### config.mk
export PLATFORM = sky130hd
export DESIGN_NAME = video_timgen_prog
export DESIGN_NICKNAME = d
export VERILOG_FILES = /design/src/rtl/video_timgen_prog.sv
export SDC_FILE = /design/constraint.sdc
export NUM_CORES = 1
export LEC_CHECK = 0
export CORE_AREA = 2 2 109 100
export CTS_BUF_LIST = sky130_fd_sc_hd__clkbuf_2 sky130_fd_sc_hd__clkbuf_4 sky130_fd_sc_hd__clkbuf_8
export DETAILED_ROUTE_END_ITERATION = 8
export DIE_AREA = 0 0 111 102
export GPL_ROUTABILITY_DRIVEN = 0
export GPL_TIMING_DRIVEN = 0
export HOLD_SLACK_MARGIN = 0.03
export PLACE_DENSITY = 0.49
export SLEW_MARGIN = 15
export SYNTH_ARGS = -nofsm -noshare
export SYNTH_HDL_FRONTEND = slang
export SYNTH_SLANG_ARGS = --single-unit
### constraint.sdc
create_clock -name clk -period 8 [get_ports clk]
set_input_delay 1.2 -clock clk [delete_from_list [all_inputs] [get_ports clk]]
set_output_delay 1.2 -clock clk [all_outputs]
set_load 0.01 [all_outputs]
### src/rtl/video_timgen_prog.sv
// ----------------------------------------------------------------------------
// video_timgen_prog
//
// Parametrised raster timing generator, advanced by a pixel clock enable.
// Produces horizontal/vertical position counters, sync pulses of selectable
// polarity, a data-enable aligned with the counters, line/frame start
// strobes, a completed-frame counter and a raster-line interrupt.
//
// Ports
//   clk            system clock
//   rst            synchronous reset, active-high, overrides all inputs
//   pix_ce_i       pixel clock enable; one raster step per clk when high
//   irq_en_i       raster interrupt enable
//   irq_line_i     line number that raises the raster interrupt
//   irq_ack_i      clears a pending interrupt
//   hcntr_o        pixel position in the line, 0..H_TOTAL-1
//   vcntr_o        line position in the frame, 0..V_TOTAL-1
//   hsync_o        horizontal sync, asserted level = HSYNC_POL
//   vsync_o        vertical sync, asserted level = VSYNC_POL
//   de_o           data enable, high inside the active window
//   line_start_o   one-clk strobe on the advance into hcntr=0
//   frame_start_o  one-clk strobe on the advance into (0,0)
//   frame_cntr_o   completed frames, wraps modulo 2^FRAME_W
//   irq_o          raster interrupt level
//
// Interrupt handshake: irq_o rises on the advance into (H_ACTIVE, irq_line_i)
// while irq_en_i is high, and stays high until a clk with irq_ack_i=1. A set
// and an ack on the same clk leave irq_o high, so no event is lost; dropping
// irq_en_i only blocks new events and never clears a pending one.
// ----------------------------------------------------------------------------
module video_timgen_prog #(
    parameter int HSIZE     = 10,
    parameter int VSIZE     = 10,
    parameter int H_ACTIVE  = 640,
    parameter int H_FP      = 16,
    parameter int H_SYNC    = 96,
    parameter int H_BP      = 48,
    parameter int V_ACTIVE  = 480,
    parameter int V_FP      = 10,
    parameter int V_SYNC    = 2,
    parameter int V_BP      = 33,
    parameter int HSYNC_POL = 0,
    parameter int VSYNC_POL = 0,
    parameter int FRAME_W   = 8
) (
    input  logic               clk,
    input  logic               rst,
    input  logic               pix_ce_i,
    input  logic               irq_en_i,
    input  logic [VSIZE-1:0]   irq_line_i,
    input  logic               irq_ack_i,
    output logic [HSIZE-1:0]   hcntr_o,
    output logic [VSIZE-1:0]   vcntr_o,
    output logic               hsync_o,
    output logic               vsync_o,
    output logic               de_o,
    output logic               line_start_o,
    output logic               frame_start_o,
    output logic [FRAME_W-1:0] frame_cntr_o,
    output logic               irq_o
);

    localparam int H_TOTAL = H_ACTIVE + H_FP + H_SYNC + H_BP;
    localparam int V_TOTAL = V_ACTIVE + V_FP + V_SYNC + V_BP;

    generate
        if (H_TOTAL > (2 ** HSIZE)) begin : g_hsize_too_small
            $error("video_timgen_prog: HSIZE cannot hold H_TOTAL-1");
        end
        if (V_TOTAL > (2 ** VSIZE)) begin : g_vsize_too_small
            $error("video_timgen_prog: VSIZE cannot hold V_TOTAL-1");
        end
    endgenerate

    localparam logic [HSIZE-1:0] H_LAST     = HSIZE'(H_TOTAL - 1);
    localparam logic [VSIZE-1:0] V_LAST     = VSIZE'(V_TOTAL - 1);
    localparam logic [HSIZE-1:0] HS_FIRST   = HSIZE'(H_ACTIVE + H_FP);
    localparam logic [HSIZE-1:0] HS_LAST    = HSIZE'(H_ACTIVE + H_FP + H_SYNC - 1);
    localparam logic [VSIZE-1:0] VS_FIRST   = VSIZE'(V_ACTIVE + V_FP);
    localparam logic [VSIZE-1:0] VS_LAST    = VSIZE'(V_ACTIVE + V_FP + V_SYNC - 1);
    localparam logic [HSIZE-1:0] H_IRQ_POS  = HSIZE'(H_ACTIVE);
    // One bit wider so the active-window compare also works when the active
    // width equals the full counter range.
    localparam logic [HSIZE:0]   H_ACT_W    = (HSIZE+1)'(H_ACTIVE);
    localparam logic [VSIZE:0]   V_ACT_W    = (VSIZE+1)'(V_ACTIVE);
    localparam logic             HS_ON      = (HSYNC_POL != 0);
    localparam logic             VS_ON      = (VSYNC_POL != 0);

    logic [HSIZE-1:0]   h_q, h_d;
    logic [VSIZE-1:0]   v_q, v_d;
    logic               hsync_q, hsync_d;
    logic               vsync_q, vsync_d;
    logic               de_q, de_d;
    logic               line_start_q, line_start_d;
    logic               frame_start_q, frame_start_d;
    logic [FRAME_W-1:0] frame_cntr_q, frame_cntr_d;
    logic               irq_q, irq_d;
    // Set once the raster has advanced since reset; the very first arrival
    // at (0,0) is the start of a frame, not the completion of one.
    logic               started_q, started_d;
    logic               irq_set;

    always_comb begin
        h_d           = h_q;
        v_d           = v_q;
        hsync_d       = hsync_q;
        vsync_d       = vsync_q;
        de_d          = de_q;
        line_start_d  = 1'b0;
        frame_start_d = 1'b0;
        frame_cntr_d  = frame_cntr_q;
        started_d     = started_q | pix_ce_i;
        irq_set       = 1'b0;

        if (pix_ce_i) begin
            if (h_q == H_LAST) begin
                h_d = '0;
                v_d = (v_q == V_LAST) ? '0 : v_q + VSIZE'(1);
            end else begin
                h_d = h_q + HSIZE'(1);
            end

            // Syncs and de decode the next position so they land in the same
            // register stage as the counters they describe.
            hsync_d = (h_d >= HS_FIRST && h_d <= HS_LAST) ? HS_ON : ~HS_ON;
            vsync_d = (v_d >= VS_FIRST && v_d <= VS_LAST) ? VS_ON : ~VS_ON;
            de_d    = ({1'b0, h_d} < H_ACT_W) && ({1'b0, v_d} < V_ACT_W);

            line_start_d  = (h_d == '0);
            frame_start_d = (h_d == '0) && (v_d == '0);
            if (frame_start_d && started_q) begin
                frame_cntr_d = frame_cntr_q + FRAME_W'(1);
            end

            // v_d never exceeds V_TOTAL-1, so an out-of-range line never matches.
            irq_set = irq_en_i && (h_d == H_IRQ_POS) && (v_d == irq_line_i);
        end

        if (irq_set) begin
            irq_d = 1'b1;
        end else if (irq_ack_i) begin
            irq_d = 1'b0;
        end else begin
            irq_d = irq_q;
        end
    end

    always_ff @(posedge clk) begin
        if (rst) begin
            h_q           <= H_LAST;
            v_q           <= V_LAST;
            hsync_q       <= ~HS_ON;
            vsync_q       <= ~VS_ON;
            de_q          <= 1'b0;
            line_start_q  <= 1'b0;
            frame_start_q <= 1'b0;
            frame_cntr_q  <= '0;
            irq_q         <= 1'b0;
            started_q     <= 1'b0;
        end else begin
            h_q           <= h_d;
            v_q           <= v_d;
            hsync_q       <= hsync_d;
            vsync_q       <= vsync_d;
            de_q          <= de_d;
            line_start_q  <= line_start_d;
            frame_start_q <= frame_start_d;
            frame_cntr_q  <= frame_cntr_d;
            irq_q         <= irq_d;
            started_q     <= started_d;
        end
    end

    assign hcntr_o       = h_q;
    assign vcntr_o       = v_q;
    assign hsync_o       = hsync_q;
    assign vsync_o       = vsync_q;
    assign de_o          = de_q;
    assign line_start_o  = line_start_q;
    assign frame_start_o = frame_start_q;
    assign frame_cntr_o  = frame_cntr_q;
    assign irq_o         = irq_q;

endmodule

---- Word level (Yosys, flattened, before mapping) ----
Cells that the tools add are included.
operators by class
  $add $sub $neg .......................... 3
  multiply operators ...................... 0
  div/mod/pow operators ................... 0
  order comparisons ....................... 6
  eq/ne operators ......................... 4
  shifts and indexed selects .............. 0
  muxes and demuxes ....................... 10
  bitwise operators ....................... 2
  reductions and logical operators ........ 12
operators with widths
  kind                                                                                   count
  10-bit two-way mux                                                                     5
  10-bit == test (second input constant)                                                 3
  10-bit by 1-bit adder with 10-bit output (second input constant)                       2
  10-bit zero test                                                                       2
  10-bit == test                                                                         1
  10-bit greater-or-equal comparator (second input constant)                             1
  10-bit by 9-bit greater-or-equal comparator with 1-bit output (second input constant)  1
  10-bit <= comparator (second input constant)                                           1
  10-bit by 9-bit <= comparator with 1-bit output (second input constant)                1
  10-bit less-than comparator (second input constant)                                    1
  10-bit by 9-bit less-than comparator with 1-bit output (second input constant)         1
  8-bit by 1-bit adder with 8-bit output (second input constant)                         1
  1-bit logical AND                                                                      7
  1-bit two-way mux                                                                      5
  2-bit AND reduction                                                                    1
  2-bit nonzero test                                                                     1
  2-bit OR reduction                                                                     1
  1-bit NOT                                                                              1
  1-bit OR                                                                               1
word-level totals
  register bits ........................... 35
  bits in latches ......................... 0
  bits in writable memories ............... 0
  bits in read-only memories .............. 0
  bits of input ports ..................... 15
  word-level logic and storage cells ...... 47
  memories kept ........................... 0

---- Depth between registers and ports, before layout ----
Gate-level depths: netlist (run 1).
  depth after elaboration ................. 8
  gate-level depth with buffers ........... 12

---- Least setup slack after synthesis (run 1) ----
OpenSTA, ideal clock, no wires.
  path kind ............................... register -> register
  start ................................... register h_q[0], in the netlist hcntr_o[0]
  end ..................................... register frame_cntr_q[2], in the netlist frame_cntr_o[2]
  setup time .............................. 70 ps
  arrival time ............................ 2819 ps
  slack ................................... 5110 ps
  stages on the path, launching flop included .. 11
  path buffers ............................ 2
  clock period less this slack ............ 2890 ps
  path through ............................ dfxtp_1 > ha_1 > nand4_1 > or3_1 > buf_2 > o21a_1 > a2111oi_4 > nand4_2 > buf_6 > or3_1 > a21oi_1
on the way
  cells in the longest elaborated chain, start to end .. 7
  elaborated cells between the ends (all ways) .. 11
  classes of those cells .................. add/sub: 1; eq/ne: 1; mux: 4; reduce/logical: 5
RTL lines
  item                                                                        RTL line  source
  from (decl)                                                                 89        logic [HSIZE-1:0] h_q, h_d;
  from (signal assigned)                                                      150       h_q <= H_LAST;
  from (signal assigned)                                                      161       h_q <= h_d;
  10-bit by 1-bit adder with 10-bit output or 10-bit == test (tied branches)  120, 116
  10-bit two-way mux                                                          116       if (h_q == H_LAST) begin
  10-bit two-way mux                                                          115       if (pix_ce_i) begin
  10-bit zero test                                                            130       frame_start_d = (h_d == '0) && (v_d == '0);
  1-bit logical AND *                                                         130
  1-bit logical AND *                                                         131       if (frame_start_d && started_q) begin
  2-bit AND reduction (no source line) *                                      n/a
  to (signal assigned)                                                        168       frame_cntr_q <= frame_cntr_d;
  to (decl)                                                                   96        logic [FRAME_W-1:0] frame_cntr_q, frame_cntr_d;
Mark *: on every way between the ends. The rest lies on a longest branch, timed or not. The select of a mux whose other input is x is not followed.
A chain may end at the register's enable or synchronous reset.

---- Final worst setup path (run 1) ----
  start ................................... register h_q[0], in the netlist hcntr_o[0]
  end ..................................... register frame_cntr_q[7], in the netlist frame_cntr_o[7]
Same word-level chain as after synthesis.

==> flow_summary.ini, run 1 <==
[finish]
final_cells = 512
finalNetCount = 403
final_cell_area_um2 = 3220
mostFrequentLayoutCells = 48 x clkdlybuf4s50_1, 35 x dfxtp_1, 27 x nor2_1, 27 x o21ai_0, 24 x nand2_1
area_growth_pct = 29.3
final_common_cell = clkdlybuf4s50_1
drive_above_1_share = 0.0601
antennaDiodeCount = 0

[clocking]
cts_root_buffer = clkbuf_8
cts-htree-levels = 2
cts_setup_buffers = 0
postCtsResizedCells = 0
cts_buffers = 5
cts_tree = done
clk_pin_slew_ps = 80
clk_latency_ps = 290
cts_hold_buf = 0
clockBufferDepth = 2
clock_sinks = 35

[grt]
grtUsageMet1 = 0.207
grt_pass1_vias = 2521
groute.layer.met3.usage = 0.0297
overflow = 0
use_met2 = 0.225
grt_max_degree = 11
grt_pass1_wl_um = 13200
grt_usage = 0.144
antenna_found_initial = 0
busiest_layer = met2

[power]
power_mw = 0.515
ir_worst_vdd_mv = 0.0617
power_density_nw_per_um2 = 160
leakagePower_nw = 1.15

[floorplanning]
die_x_um = 111
die_h_um = 102
io_pins = 49
dieArea_um2 = 11300
core-area_um2 = 10100
start_util = 0.246
rows = 35

[route]
wl_per_cell_um = 15.9
drt-total-wl_um = 8160
vias_per_cell = 5.21
num_vias = 2667
drc = 0
drt-pass1-iter-count = 5
drt_iter0_markers = 198
ant_nets = 0

[setup_path]
crit_path_end = frame_cntr_o[7]
worstReg2RegEnd = frame_cntr_o[7]
critPathKind = reg2reg
worstSetupStartpointType = flip-flop
max_stage_delay_ps = 550
cpMaxStageDelayCell = dfxtp_1
r2r_start = hcntr_o[0]
worst-path-buf-inv = 2
end_kind = flip-flop
r2r_cells = 10
crit_fanout = 10
r2r_slack_ps = 4320
path_depth = 10
required_ps = 8220
arrival_ps = 3900
startpoint = hcntr_o[0]
path_cells = ha_1 > nand4_1 > nor3_4 > clkbuf_1 > o211ai_1 > a32oi_1 > nand4_2 > buf_6 > or3_1 > a21oi_1
critPathTopFamily = simple AND/OR/NAND/NOR gates

[logic_synthesis]
ys_types = 56
syn_inst = 327
ys.flop_type = dfxtp_1
synth_area_um2 = 2490
ys.warnings.count = 0
ys_seq_area_frac = 0.281
syn_nets = 348
syn_area_per_cell_um2 = 7.62
synth-async-reset-ratio = 0
synth_edf_count = 0
ys_ff_latch = 35

[timing]
finalHoldViolations = 0
worstMarginPinSlew_ps = 713
setup_ws_ps = 4320
max_freq_mhz = 272
rsz0062_at_grt = no
drv_slew = 0
finClkSkew_ps = 10.2
setup_violations = 0
min_period_over_period = 0.460
final.setup.tns_ps = 0
fin_crit_ps = 3680
maxSlewHeadroom = 0.525

[placement]
dpl_worst_slack_ps = 4390
place_area_um2 = 3130
numPortBuffers = 48
placed_cells = 504
dp_hpwl_um = 6030

[min_path]
worstHoldPathType = reg2reg
hp-start = irq_o

[run]
maxCapViolations = 0

[status]
outcome = completed
## worst reg2reg max path: stages, from the launching register on
cell and delay, ps:
dfxtp_1 550, ha_1 310, nand4_1 400, nor3_4 450, clkbuf_1 460, o211ai_1 210
a32oi_1 310, nand4_2 260, buf_6 220, or3_1 310, a21oi_1 140
## metal layers
metal	vias to the layer above	routed length, µm	part of all wire
li1	1305	-	-
met1	1271	4140	0.51
met2	81	3480	0.43
met3	10	473	0.058
met4	0	72	0.0088
met5	-	0	0
## report_power, final
| group | leakage [nW] | internal (mW) | switching (mW) |
|---|---|---|---|
| Clock | 0.0491 | 0.0680 | 0.0677 |
| Combinational | 0.813 | 0.0752 | 0.112 |
| Sequential | 0.285 | 0.183 | 0.00942 |
| Total | 1.15 | 0.326 | 0.189 |
## logic make-up (layout without fill, tap and decap cells)
family / Yosys count / in the layout / synth area share
simple gates: 135 / 135 / 0.299
compound gates: 89 / 89 / 0.232
buf+inv: 39 / 95 / 0.0688
flops: 35 / 35 / 0.281
xor+xnor: 20 / 20 / 0.0763
fa+ha+maj: 6 / 6 / 0.0301
mux: 3 / 3 / 0.0121
## cell type report
type / instances / area [µm²]
Tap cell: 129 / 161
Multi-Input combinational cell: 253 / 1620
Inverter: 12 / 45.0
Clock buffer: 7 / 83.8
Fill cell: 1102 / 6890
Sequential cell: 35 / 701
Clock inverter: 1 / 5.00
Buffer: 27 / 126
Timing Repair Buffer: 48 / 480
## synthesized netlist by cell type (all sizes together), types with 3 or more instances
cell	n	share of area
nor4	4	0.010
nor3	8	0.021
inv	12	0.018
a31oi	4	0.010
dfxtp	35	0.28
and3	12	0.030
nand3	9	0.018
clkbuf	21	0.032
xnor2	8	0.028
and2	9	0.023
mux2i	3	0.012
nand4	12	0.033
nor2	27	0.041
and4	4	0.014
or4	3	0.0090
xor2	11	0.039
nand2	24	0.036
ha	6	0.030
o211ai	5	0.015
o21ai	29	0.058
buf	6	0.019
or3	12	0.030
a21oi	23	0.046
nand2b	3	0.0075
## per-stage QoR
stage | utilization | hold slack, ps
floorplan | - | 432
global placement | 0.310 | 440
detailed placement | 0.310 | 459
CTS | 0.318 | 470
global route | 0.318 | 494
finish | 0.318 | 465
## worst min path at each step
stage / endpoint / slack, ps / cells past startpoint
floorplan: started_q / 430 / 2
global placement: irq_o / 440 / 2
detailed placement: irq_o / 460 / 2
CTS: irq_o / 470 / 2
global route: irq_o / 490 / 2
finish: irq_o / 460 / 2
Note: power is estimated with default switching activity, not from simulation.
==> inputs of run 2 (changes only) <==
--- a/config.mk
+++ b/config.mk
@@ -12,7 +12,7 @@
 export GPL_ROUTABILITY_DRIVEN = 0
 export GPL_TIMING_DRIVEN = 0
 export HOLD_SLACK_MARGIN = 0.03
-export PLACE_DENSITY = 0.49
+export PLACE_DENSITY = 0.5
 export SLEW_MARGIN = 15
 export SYNTH_ARGS = -nofsm -noshare
 export SYNTH_HDL_FRONTEND = slang
==> constraint.sdc (replaced) <==
create_clock -name clk -period 3.1 [get_ports clk]
set_input_delay 0.465 -clock clk [delete_from_list [all_inputs] [get_ports clk]]
set_output_delay 0.465 -clock clk [all_outputs]
set_load 0.01 [all_outputs]
==> run 2 against run 1 <==
Compared with the run above:
- power rose to 2.7 times the previous value
- global-route usage shrank 0.082 points
- cell count up 0.78%
- register-to-register slack got worse by 4200 ps
- clock skew grew 2.8 ps
- worst setup slack worse by 4200 ps
- hold slack got worse by 8.7 ps
- combinational power grew to 2.9 times the previous value
- maximum frequency rose by 25%
- critical path depth is the same
- flip-flop and latch count is the same
==> flow_summary.ini, run 2 (synthesis results as in run 1) <==
[route]
wl_per_cell_um = 15.6
num_vias = 2649
vias_per_cell = 5.13
drc = 0
drt-total-wl_um = 8060
ant_nets = 0
drt-pass1-iter-count = 5
drt_iter0_markers = 203

[clocking]
clock_sinks = 35
clockBufferDepth = 2
cts_root_buffer = clkbuf_8
cts-htree-levels = 2
clk_pin_slew_ps = 70
cts_tree = done
clk_latency_ps = 290
cts_buffers = 5

[setup_path]
crit_top_cell = or3_1
end_kind = flip-flop
arrival_ps = 3150
path_cells = buf_4 > or3b_4 > or3_1 > buf_2 > o21a_1 > a2111oi_4 > nand4_4 > buf_6 > or3_1 > a21oi_1
crit_fanout = 10
critPathKind = reg2reg
cpMaxStageDelayCell = a2111oi_4
worstSetupStartpointType = flip-flop
required_ps = 3310
worst-path-buf-inv = 3
max_stage_delay_ps = 440
critPathTopFamily = simple AND/OR/NAND/NOR gates

[floorplanning]
die_x_um = 111
dieArea_um2 = 11300
rows = 35
die_h_um = 102
start_util = 0.246
core-area_um2 = 10100
io_pins = 49

[finish]
antennaDiodeCount = 0
n_fill_cell = 1095
multi_input_area_um2 = 1680
drive_above_1_share = 0.127
finalNetCount = 408
final_cells = 516
area_growth_pct = 35.3
mostFrequentLayoutCells = 48 x clkdlybuf4s50_1, 29 x dfxtp_1, 27 x nor2_1, 26 x o21ai_0, 24 x nand2_1
final_common_cell = clkdlybuf4s50_1
regArea_um2 = 713

[placement]
placed_cells = 504
dp_hpwl_um = 5870
numPortBuffers = 48

[power]
leakagePower_nw = 1.21
ir_worst_vdd_mv = 0.165
power_mw = 1.39
power_density_nw_per_um2 = 413

[timing]
rsz0062_at_grt = no
worstMarginPinSlew_ps = 667
drv_slew = 0
finalHoldViolations = 0
fin_crit_ps = 2950
setup_violations = 0
max_freq_mhz = 339
maxSlewHeadroom = 0.555
finClkSkew_ps = 13.0
min_period_over_period = 0.950

[min_path]
worstHoldPathType = reg2reg

[grt]
grtUsageMet1 = 0.212
grt_pass1_vias = 2458
overflow = 0
groute.layer.met3.usage = 0.0344
use_met2 = 0.215
grt_max_degree = 12
grt_pass1_wl_um = 13100
antenna_found_initial = 0
grt_usage = 0.144
busiest_layer = met2

[run]
maxCapViolations = 0

[status]
outcome = completed
-- run 2: cell count changes in the layout (fill, tap and decap cells not counted), moves of 2 or more --
cell / previous run / this run
dfxtp_2: 0 / 4
clkbuf_1: 21 / 11
ha_1: 6 / 4
dfxtp_4: 0 / 2
clkbuf_4: 2 / 0
buf_6: 2 / 4
dfxtp_1: 35 / 29
ha_2: 0 / 2
buf_4: 2 / 13
-- run 2: path summary, 6_finish.rpt --
path,startpoint,to,slack (ps),cells after the start
max,hcntr_o[5],frame_cntr_o[7],150,10
min,irq_o,irq_o,460,2
max reg2reg,hcntr_o[5],frame_cntr_o[7],150,10
min reg2reg,irq_o,irq_o,460,2
-- run 2: final cells by class --
class	instances	area share
Tap cell	129	0.0479
Inverter	12	0.0134
Timing Repair Buffer	61	0.171
Buffer	19	0.0323
Multi-Input combinational cell	253	0.498
Clock inverter	1	0.00148
Sequential cell	35	0.212
Clock buffer	6	0.0245
-- run 2: per-stage QoR --
stage               hold WS (ps)  utilization  instance area (µm²)  setup slack, ps  setup TNS [ps]
finish                       456        0.333                 3370              154               0
detailed placement           451        0.310                 3130             -467           -3250
CTS                          470        0.323                 3260             4.38               0
floorplan                    432            -                 2490              210               0
global placement             442        0.310                 3130             -474           -3160
global route                 479        0.333                 3370             2.27               0
-- run 2: tightest hold or removal path, delay by kind of cell, from the launching register on --
| kind | cells | cell delay, ps |
|---|---|---|
| and+or+nand+nor | 1 | 50 |
| DFF | 1 | 310 |
| AOI/OAI and AO/OA | 1 | 50 |
-- run 2: metal layers --
layer | routed length (µm) | vias to the layer above
li1 | - | 1318
met3 | 536 | 4
met4 | 66 | 0
met2 | 3340 | 89
met5 | 0 | -
met1 | 4120 | 1238
-- run 2: report_power, final --
group | total (mW) | leakage (nW) | switching (mW) | internal (mW)
logic | 0.533 | 0.880 | 0.296 | 0.237
clock network | 0.348 | 0.0470 | 0.173 | 0.175
registers | 0.511 | 0.285 | 0.0389 | 0.473
-- run 2: repair_timing --
item	in CTS	in global routing
buffers inserted	4	8
hold buffers	0	0
gates resized for setup	9	16
pin swaps	2	5
cloned	0	1
setup endpoints to repair	13	9
